### src/rtl/vga_pkg.sv
// Shared geometry, colour layout and ROM image content
// for the VGA background pixel path.
package vga_pkg;

    localparam int H_RES          = 640;
    localparam int V_RES          = 480;
    localparam int GRID_COL_PITCH = 40;
    localparam int GRID_ROW_PITCH = 53;

    localparam logic [23:0] EDGE_COLOR = 24'h444444;

    localparam string IMG_INIT = "img_data.mif";
    localparam string PAL_INIT = "img_index.mif";

    typedef struct packed {
        logic [7:0] b;
        logic [7:0] g;
        logic [7:0] r;
    } bgr_t;

    // Index image is a byte ramp; palette maps k to grey {k,k,k}.
    function automatic bgr_t rom_word(
        input logic       pal,
        input logic [7:0] a
    );
        bgr_t w;
        w   = '0;
        w.r = a;
        if (pal) begin
            w.b = a;
            w.g = a;
        end
        return w;
    endfunction

endpackage

### src/rtl/vga_sync_rom.sv
// Synchronous-read ROM with selectable clock edge; contents
// are chosen by the image name it is built for.
module vga_sync_rom
    import vga_pkg::*;
#(
    parameter int    WIDTH     = 8,
    parameter int    DEPTH     = 256,
    parameter string INIT_FILE = "",
    parameter bit    NEG_EDGE  = 1'b0
) (
    input  logic                     clk_i,
    input  logic [$clog2(DEPTH)-1:0] addr_i,
    output logic [WIDTH-1:0]         data_o
);

    localparam bit IS_PAL = (INIT_FILE == PAL_INIT);

    logic [WIDTH-1:0] rd_d;
    logic [WIDTH-1:0] data_q;

    // Addresses beyond the image read as zero.
    always_comb begin
        rd_d = '0;
        if (32'(addr_i) < DEPTH)
            rd_d = WIDTH'(rom_word(IS_PAL, addr_i[7:0]));
    end

    if (NEG_EDGE) begin : g_neg
        always_ff @(negedge clk_i)
            data_q <= rd_d;
    end else begin : g_pos
        always_ff @(posedge clk_i)
            data_q <= rd_d;
    end

    assign data_o = data_q;

endmodule

### src/rtl/vga_bg_pixel_source.sv
// Background pixel source: address -> palette index -> BGR,
// with a fixed-colour grid overlaid, one cycle latency.
module vga_bg_pixel_source #(
    parameter int          H_RES          = vga_pkg::H_RES,
    parameter int          V_RES          = vga_pkg::V_RES,
    parameter int          GRID_COL_PITCH = vga_pkg::GRID_COL_PITCH,
    parameter int          GRID_ROW_PITCH = vga_pkg::GRID_ROW_PITCH,
    parameter logic [23:0] EDGE_COLOR     = vga_pkg::EDGE_COLOR,
    parameter string       IMG_INIT       = vga_pkg::IMG_INIT,
    parameter string       PAL_INIT       = vga_pkg::PAL_INIT
) (
    input  logic        iVGA_CLK,
    input  logic        iRST_n,
    input  logic [18:0] addr,
    output logic [23:0] bgr_out,
    output logic        grid_edge,
    output logic [9:0]  pix_row,
    output logic [9:0]  pix_col
);

    import vga_pkg::*;

    localparam int NPIX = H_RES * V_RES;

    logic [7:0] idx;
    bgr_t       pal;
    logic       in_range;
    logic       on_grid;
    logic       inr_d;
    logic       inr_q;
    logic       edge_d;
    logic       edge_q;

    assign pix_row  = 10'(addr / 19'(H_RES));
    assign pix_col  = 10'(addr % 19'(H_RES));
    assign in_range = 32'(addr) < NPIX;

    assign on_grid =
        (pix_col % 10'(GRID_COL_PITCH) == '0) ||
        (pix_row % 10'(GRID_ROW_PITCH) == '0);

    assign inr_d  = in_range;
    assign edge_d = in_range && on_grid;

    // Index lands half a cycle in, so the palette can read it
    // on the next rising edge alongside the flag registers.
    vga_sync_rom #(
        .WIDTH    (8),
        .DEPTH    (NPIX),
        .INIT_FILE(IMG_INIT),
        .NEG_EDGE (1'b1)
    ) u_img_rom (
        .clk_i (iVGA_CLK),
        .addr_i(addr),
        .data_o(idx)
    );

    vga_sync_rom #(
        .WIDTH    (24),
        .DEPTH    (256),
        .INIT_FILE(PAL_INIT),
        .NEG_EDGE (1'b0)
    ) u_pal_rom (
        .clk_i (iVGA_CLK),
        .addr_i(idx),
        .data_o(pal)
    );

    always_ff @(posedge iVGA_CLK or negedge iRST_n) begin
        if (!iRST_n) begin
            inr_q  <= 1'b0;
            edge_q <= 1'b0;
        end else begin
            inr_q  <= inr_d;
            edge_q <= edge_d;
        end
    end

    always_comb begin
        bgr_out = pal;
        if (edge_q)
            bgr_out = EDGE_COLOR;
        else if (!inr_q)
            bgr_out = '0;
    end

    assign grid_edge = edge_q;

endmodule

### config.mk
export PLATFORM = sky130hd
export DESIGN_NAME = vga_bg_pixel_source
export DESIGN_NICKNAME = d
export VERILOG_FILES = /design/src/rtl/vga_pkg.sv /design/src/rtl/vga_sync_rom.sv /design/src/rtl/vga_bg_pixel_source.sv
export SDC_FILE = /design/constraint.sdc
export NUM_CORES = 1
export LEC_CHECK = 0
export ABC_CLOCK_PERIOD_IN_PS = 10600
export CELL_PAD_IN_SITES_DETAIL_PLACEMENT = 1
export CELL_PAD_IN_SITES_GLOBAL_PLACEMENT = 2
export CORE_MARGIN = 5
export CORE_UTILIZATION = 35
export DETAILED_ROUTE_END_ITERATION = 8
export PLACE_DENSITY_LB_ADDON = 0.1
export SETUP_SLACK_MARGIN = 0.1
export SKIP_CTS_REPAIR_TIMING = 1
export SLEW_MARGIN = 20
export SYNTH_ARGS = -nofsm -noshare
export SYNTH_HDL_FRONTEND = slang
export SYNTH_SLANG_ARGS = --single-unit
### constraint.sdc
create_clock -name iVGA_CLK -period 10.6 [get_ports iVGA_CLK]
set_input_delay 2.12 -clock iVGA_CLK [delete_from_list [all_inputs] [get_ports iVGA_CLK]]
set_output_delay 2.12 -clock iVGA_CLK [all_outputs]
set_load 0.01 [all_outputs]
Word level (Yosys, flattened, before mapping)
Index checks and enable logic that the tools add are counted.
{ "totals": {"inputBits": 21, "register_bits": 34, "elab_cells": 15, "out_inout_bits": 45} }
{ "classes": {"n_div": 4, "n_reduce_logical": 4, "n_mux": 2, "n_lt_le_gt_ge": 1} }
{ "op_table": {"columns": ["operator", "count"], "rows": [
  ["2-to-1 mux 24 bit", 2],
  ["zero test 10 bit", 2],
  ["remainder unit 10 x 6 -> 10 bit (second input constant)", 2],
  ["divider 19 x 10 -> 19 bit (second input constant)", 1],
  ["less-than comparator 19 bit (second input constant)", 1],
  ["remainder unit 19 x 10 -> 19 bit (second input constant)", 1],
  ["logical AND 1 bit", 1],
  ["logical OR 1 bit", 1]
]} }

Longest topological paths before layout
Gate-level depths: netlist (run 1).
{ "logic_depth": {"depth_word": 5, "depth_mapped": 33, "ltp_nobuf": 31} }

By module
From an unflattened synthesis (run 1), not the netlist that was laid out.
{ "unflattened": {"hier_cells": 498, "hier_area_um2": 3592.2} }
{ "modules_own_cells": {"columns": ["module", "seq_area_each_um2", "instances", "cells_per_inst", "area_each_um2"], "rows": [
  ["vga_bg_pixel_source", 50.0, 1, 445, 2970.3],
  ["vga_sync_rom (u_img_rom)", 160.2, 1, 29, 341.6],
  ["vga_sync_rom (u_pal_rom)", 160.2, 1, 24, 280.3]
]} }

==> results of run 1 <==
through the flow:
step	power (mW)	hold slack (ns)	instances
after global placement	0.797	2.31	725
after global routing	0.975	2.04	739
after floorplan	0.623	1.82	555
after CTS	0.896	2.04	736
after detailed placement	0.810	2.31	725
final	0.899	2.04	739
registers in the layout (all words and copies together), names as in the netlist:
name              count
grid_edge             1
inr_q                 1
u_img_rom.data_o      8
u_pal_rom.data_o      8
cell type report:
class / instances / area [um2]
timing repair buffer: 83 / 803
clock buffer: 3 / 75.1
tap: 147 / 184
fill: 1476 / 6950
inverter: 27 / 101
multi-input combinational: 452 / 3350
sequential: 18 / 370
clock inverter: 9 / 35.0
worst max-delay path: cells and delay by family:
kind                       cells  cell delay, ns
and+or+nand+nor                6            1.26
buffers and inverters          3            0.99
xor gates and xnor gates       1            0.18
AOI/OAI and AO/OA             18            4.46
adders and majority gates      4            1.03
path summary, 6_finish.rpt:
check                                          from                    to  slack [ns]  cells past startpoint
worst max-delay path                       addr[14]             grid_edge        0.71                     32
min in group iVGA_CLK                       addr[3]             grid_edge        2.67                      3
worst min register to register  u_img_rom.data_o[3]  u_pal_rom.data_o[19]        5.69                      0
worst min-delay path                         iRST_n                 inr_q        2.04                      1
worst max register to register  u_img_rom.data_o[4]  u_pal_rom.data_o[20]        4.82                      0
max in group asynchronous                    iRST_n             grid_edge        8.43                      1
synthesized netlist by cell type (all sizes together), types with 5 or more instances:
master and instances:
mux2i 12, o32ai 6, buf 45, a31oi 9
and2 21, nand2 43, nor2 38, nor3b 5
o31ai 9, o211a 5, o22ai 7, a21boi 5
o211ai 9, a211oi 11, nand3 12, xnor2 22
o41ai 5, a21o 7, o21ai 31, a2bb2oi 5
nand2b 10, a221o 6, a21oi 34, nor3 21
nand4 8, dfxtp 16, ha 7, nor2b 7
clkbuf 12, inv 26
logic make-up (layout without fill, tap and decap cells):
family / count (synthesis) / in the layout / share of synthesized area, %
xor gates and xnor gates: 25 / 25 / 5.23
AOI/OAI and AO/OA: 205 / 205 / 40.6
buffers and inverters: 85 / 122 / 11.2
DFF: 18 / 18 / 8.85
adders and majority gates: 9 / 9 / 2.60
muxes: 15 / 15 / 4.33
and+or+nand+nor: 198 / 198 / 27.1
power by group through the flow:
stage / clock (mW) / combinational (mW) / sequential (mW)
floorplan: 0.00524 / 0.542 / 0.0754
global placement: 0.00524 / 0.716 / 0.0759
detailed placement: 0.00524 / 0.729 / 0.0760
CTS: 0.0890 / 0.733 / 0.0749
global route: 0.0950 / 0.805 / 0.0751
finish: 0.0869 / 0.738 / 0.0747
metal layers:
layer | routed length, um | vias to the layer above
li1 | - | 2174
met1 | 7370 | 2204
met2 | 6900 | 79
met3 | 415 | 9
met4 | 148 | 0
met5 | 0 | -
==> qor.yml, run 1 <==
status: "complete, no violations"
routed_wirelength_um: 14800
grt_pass1_wl_um: 24000
syn2layout_area_growth_pct: 17.4
htreeDepth: 1
period_minus_slack_ns: 9.89
drt_iter0_markers: 215
crit_type: "in -> reg"
post_drt_wl_per_cell_um: 20.1
worstPathRequired_ns: 10.76
vias: 4466
nNetsFinal: 621
vias_per_cell: 6.04
cp_slowest_cell: "clkdlybuf4s50_1"
synth_area_leaders: "dfxtp_1 (7.7%), xnor2_1 (4.6%), buf_4 (4.1%)"
grt_pass1_vias: 4446
period_share_pct: 93.3
dp_slack_ns: 0.145
pwr-share-comb_pct: 82.0
drive_gt1_share_pct: 14.0
ant_nets: 0
async_flop_share_pct: 11.1
layout_commonest_cell: "clkdlybuf4s50_1"
clkSinkCount: 18
core_area_um2: 11900
root_buffer: "clkbuf_16"
path_common_cell: "ha_1"
die_w_um: 119
final_cell_mix: "clkdlybuf4s50_1 (63), nand2_1 (42), nor2_1 (37), a21oi_1 (29), inv_1 (29)"
grtUsageMet2_pct: 33.5
final_util_pct: 41.4
power.switching_mw: 0.471
busiest_layer: "met2"
die-height_um: 119
cts_buffers: 3
yosysWarningCount: 0
yosysTopAreaCell: "dfxtp_1"
skew_ns: 0.0782
path_clk_slew_ns: 0.05
cp_slowest_stage_delay_ns: 0.57
start_util_pct: 35.3
intPower_mw: 0.429
ys_seq_area_share_pct: 8.85
use_met3_pct: 1.71
p_seq_share_pct: 8.3
synth_fp_nets: 583
cp-end-kind: "flop"
synth_edf_count: 0
antenna_found_initial: 0
switching_share_pct: 52.3
gp_congestion: 0.843
synth.top_cell.area_share_pct: 7.65
dp_hpwl_um: 11900
cp_max_fo: 26
rsz0062_at_grt: "no"
dpl-instance-area_um2: 4780
grt_start_max_net_pins: 27
yosysUniqueCellTypes: 114
clkLatencyLatePin_ns: 0.33
crit_arrival_ns: 10.05
syn_area_per_cell_um2: 7.54
maxCapViolations: 0
ir_drop_mv: 0.0587
antenna_cells: 0
max_slew_margin_pct: 54.3
timing.fmax_ghz: 0.101
p_leak_nw: 1.87
dr.pass1.iters: 4
syn_area_um2: 4190
yosys_register_bits: 18
fp-row-count: 40
ios: 66
worst_pin_slew_ns: 0.684
setup_tns_ns: 0
dieArea_um2: 14200
clockBufferDepth: 2
finalSetupViolations: 0
overflow: 0
cts_tree: "yes"
final-hold-violation-count: 0
finalMaxSlewViolations: 0
use_met1_pct: 28.9
setup.worst_path.start_class: "primary input"
powerDensity_nw_per_um2: 183
design_area_um2: 4910
p_clk_share_pct: 9.7
route.detailed.drc: 0
port_buffers: 65
syn_inst: 555
synthFlopType: "dfxtp_1"
fin_ws_ns: 0.715
hold_class: "in -> async"
grtUsageTotal_pct: 20.2
No activity file was read; power rests on OpenSTA's default activity.
==> run 2: changes to the inputs <==
--- a/config.mk
+++ b/config.mk
@@ -5,7 +5,7 @@
 export SDC_FILE = /design/constraint.sdc
 export NUM_CORES = 1
 export LEC_CHECK = 0
-export ABC_CLOCK_PERIOD_IN_PS = 10600
+export ABC_CLOCK_PERIOD_IN_PS = 12100
 export CELL_PAD_IN_SITES_DETAIL_PLACEMENT = 1
 export CELL_PAD_IN_SITES_GLOBAL_PLACEMENT = 2
 export CORE_MARGIN = 5
==> constraint.sdc (replaced) <==
create_clock -name iVGA_CLK -period 12.1 [get_ports iVGA_CLK]
set_input_delay 2.42 -clock iVGA_CLK [delete_from_list [all_inputs] [get_ports iVGA_CLK]]
set_output_delay 2.42 -clock iVGA_CLK [all_outputs]
set_load 0.01 [all_outputs]
==> run 2 against run 1 <==
Compared with the run above: clock skew increased by 0.0087 ns; power decreased by 13%; sequential share of layout area increased by 0.12 points; non-clock buffer count decreased by 9; die area unchanged; wire length decreased by 3.0%; design area decreased by 1.6%; critical path depth decreased by 15; critical path type is now in -> out; largest cell class unchanged; largest power group unchanged; highest routed layer unchanged.
==> qor.yml, run 2 (synthesis results as in run 1) <==
status: "complete, no violations"
grtUsageTotal_pct: 19.6  # -0.60 points
root_buffer: "clkbuf_16"
htreeDepth: 1  # unchanged
grt_pass1_wl_um: 23600  # -1.6%
routed-wl-met3_um: 584  # +41%
finalSetupViolations: 0  # unchanged
setup.worst_path.start_class: "primary input"
start_util_pct: 35.3  # unchanged
cp_slowest_cell: "clkdlybuf4s50_1"
gp_congestion: 0.874  # +3.7%
powerDensity_nw_per_um2: 161  # -12%
p_seq_share_pct: 8.4  # about the same
design_area_um2: 4840  # -1.6%
period_minus_slack_ns: 11.06
routed-wl-met2_um: 6680  # -3.1%
power.switching_mw: 0.405  # -14%
clkLatencyLatePin_ns: 0.33  # about the same
route.detailed.drc: 0  # unchanged
max_slew_margin_pct: 51.1  # -3.3 points
overflow: 0  # unchanged
vias_per_cell: 6.10  # +0.92%
crit_type: "in -> out"
ir_drop_mv: 0.0471  # -20%
routed_wirelength_um: 14400  # -3.0%
dp_hpwl_um: 11500  # -3.5%
pwr-share-comb_pct: 80.9  # -1.1 points
ios: 66  # unchanged
hold_class: "in -> async"
cp_slowest_stage_delay_ns: 0.94  # +0.37 ns
fp-row-count: 40  # unchanged
syn2layout_area_growth_pct: 15.6
die_w_um: 119  # unchanged
p_clk_share_pct: 10.6  # +0.9 points
m1WireLength_um: 7030  # -4.6%
dpl-instance-area_um2: 4720  # -1.2%
worstPathRequired_ns: 9.68  # -1.08 ns
grt_pass1_vias: 4352  # -2.1%
antenna_cells: 0  # unchanged
cp_max_fo: 22  # -15%
top_layer: "met4"
rsz0062_at_grt: "no"
antenna_found_initial: 0  # unchanged
setup_tns_ns: 0  # unchanged
worst_pin_slew_ns: 0.732  # +0.0482 ns
final-hold-violation-count: 0  # unchanged
ant_nets: 0  # unchanged
core_area_um2: 11900  # unchanged
die-height_um: 119  # unchanged
clockBufferDepth: 2  # unchanged
dr.pass1.iters: 5  # +1
final_cell_mix: "clkdlybuf4s50_1 (65), nand2_1 (42), nor2_1 (37), a21oi_1 (29), inv_1 (29)"
crit_chain: "clkdlybuf4s50_1 -> nor2b_2 -> nor3_1 -> o41ai_2 -> nand4_1 -> xnor2_1 -> o211ai_2 -> a211oi_2 -> nand3b_1 -> inv_2 -> o32a_1 -> o21ai_1 -> nor2_1 -> inv_1 -> o2bb2ai_1 -> xnor2_1 -> clkdlybuf4s50_1"
grt_start_max_net_pins: 32  # +19%
clkSinkCount: 18  # unchanged
vias: 4452  # -0.31%
period_share_pct: 91.4
timing.fmax_ghz: 0.0904
finalMaxSlewViolations: 0  # unchanged
layout_commonest_cell: "clkdlybuf4s50_1"
cp-end-kind: "output pin"
cts_tree: "yes"
crit_arrival_ns: 8.64  # -1.41 ns
drt_iter0_markers: 285  # +33%
intPower_mw: 0.374  # -13%
port_buffers: 65  # unchanged
fill_cells: 1458  # -1.2%
switching_share_pct: 52.0  # -0.32 points
skew_ns: 0.0870  # +0.00875 ns
p_leak_nw: 1.81  # -3.1%
maxCapViolations: 0  # unchanged
drive_gt1_share_pct: 12.7  # -1.3 points
post_drt_wl_per_cell_um: 19.7  # -1.8%
cts_buffers: 3  # unchanged
nNetsFinal: 612  # -1.4%
path_clk_slew_ns: 0.05  # about the same
dieArea_um2: 14200  # unchanged
run 2: power by group through the flow:
stage / Combinational [mW] / Clock, mW / Sequential, mW
4_1_cts: 0.631 / 0.0851 / 0.0657
6_report: 0.630 / 0.0829 / 0.0655
3_3_place_gp: 0.623 / 0.00459 / 0.0664
3_5_place_dp: 0.629 / 0.00459 / 0.0666
5_1_grt: 0.690 / 0.0899 / 0.0658
2_1_floorplan: 0.475 / 0.00459 / 0.0661
run 2: critical path: cells and delay by family:
| kind | cells | cell delay [ns] |
|---|---|---|
| buf+inv | 4 | 2.02 |
| simple gates | 5 | 1.79 |
| compound gates | 6 | 1.74 |
| xor+xnor | 2 | 0.68 |
run 2: per-layer routing:
layer	vias up	track usage [%]
li1	2152	-
met1	2197	28.6
met2	95	32.7
met3	8	1.47
met4	0	1.57
met5	-	0
run 2: cell type report:
type / instances / area, um2 / share of cell area [%]
multi-input combinational: 452 / 3350 / 69.1
timing repair buffer: 74 / 718 / 14.8
sequential: 18 / 370 / 7.65
tap: 147 / 184 / 3.80
inverter: 27 / 101 / 2.09
clock buffer: 4 / 88.8 / 1.84
clock inverter: 8 / 30.0 / 0.621
run 2: through the flow:
step,std cells,hold slack [ns],util (%),setup WS (ns),power (mW)
4_1_cts,730,2.35,40.8,1.03,0.782
5_1_grt,730,2.34,40.8,0.574,0.846
2_1_floorplan,555,2.12,-,2.14,0.545
6_report,730,2.34,40.8,1.04,0.779
3_3_place_gp,719,2.61,39.8,1.22,0.694
3_5_place_dp,719,2.61,39.8,1.04,0.700
run 2: final timing paths:
path | start | to | slack [ns] | depth (start not counted)
min | iRST_n | grid_edge | 2.34 | 1
min reg2reg | u_img_rom.data_o[6] | u_pal_rom.data_o[22] | 6.45 | 0
max in group asynchronous | iRST_n | inr_q | 9.62 | 1
min in group iVGA_CLK | addr[3] | grid_edge | 2.97 | 3
max | addr[16] | pix_col[9] | 1.04 | 17
max reg2reg | u_img_rom.data_o[3] | u_pal_rom.data_o[19] | 5.56 | 0
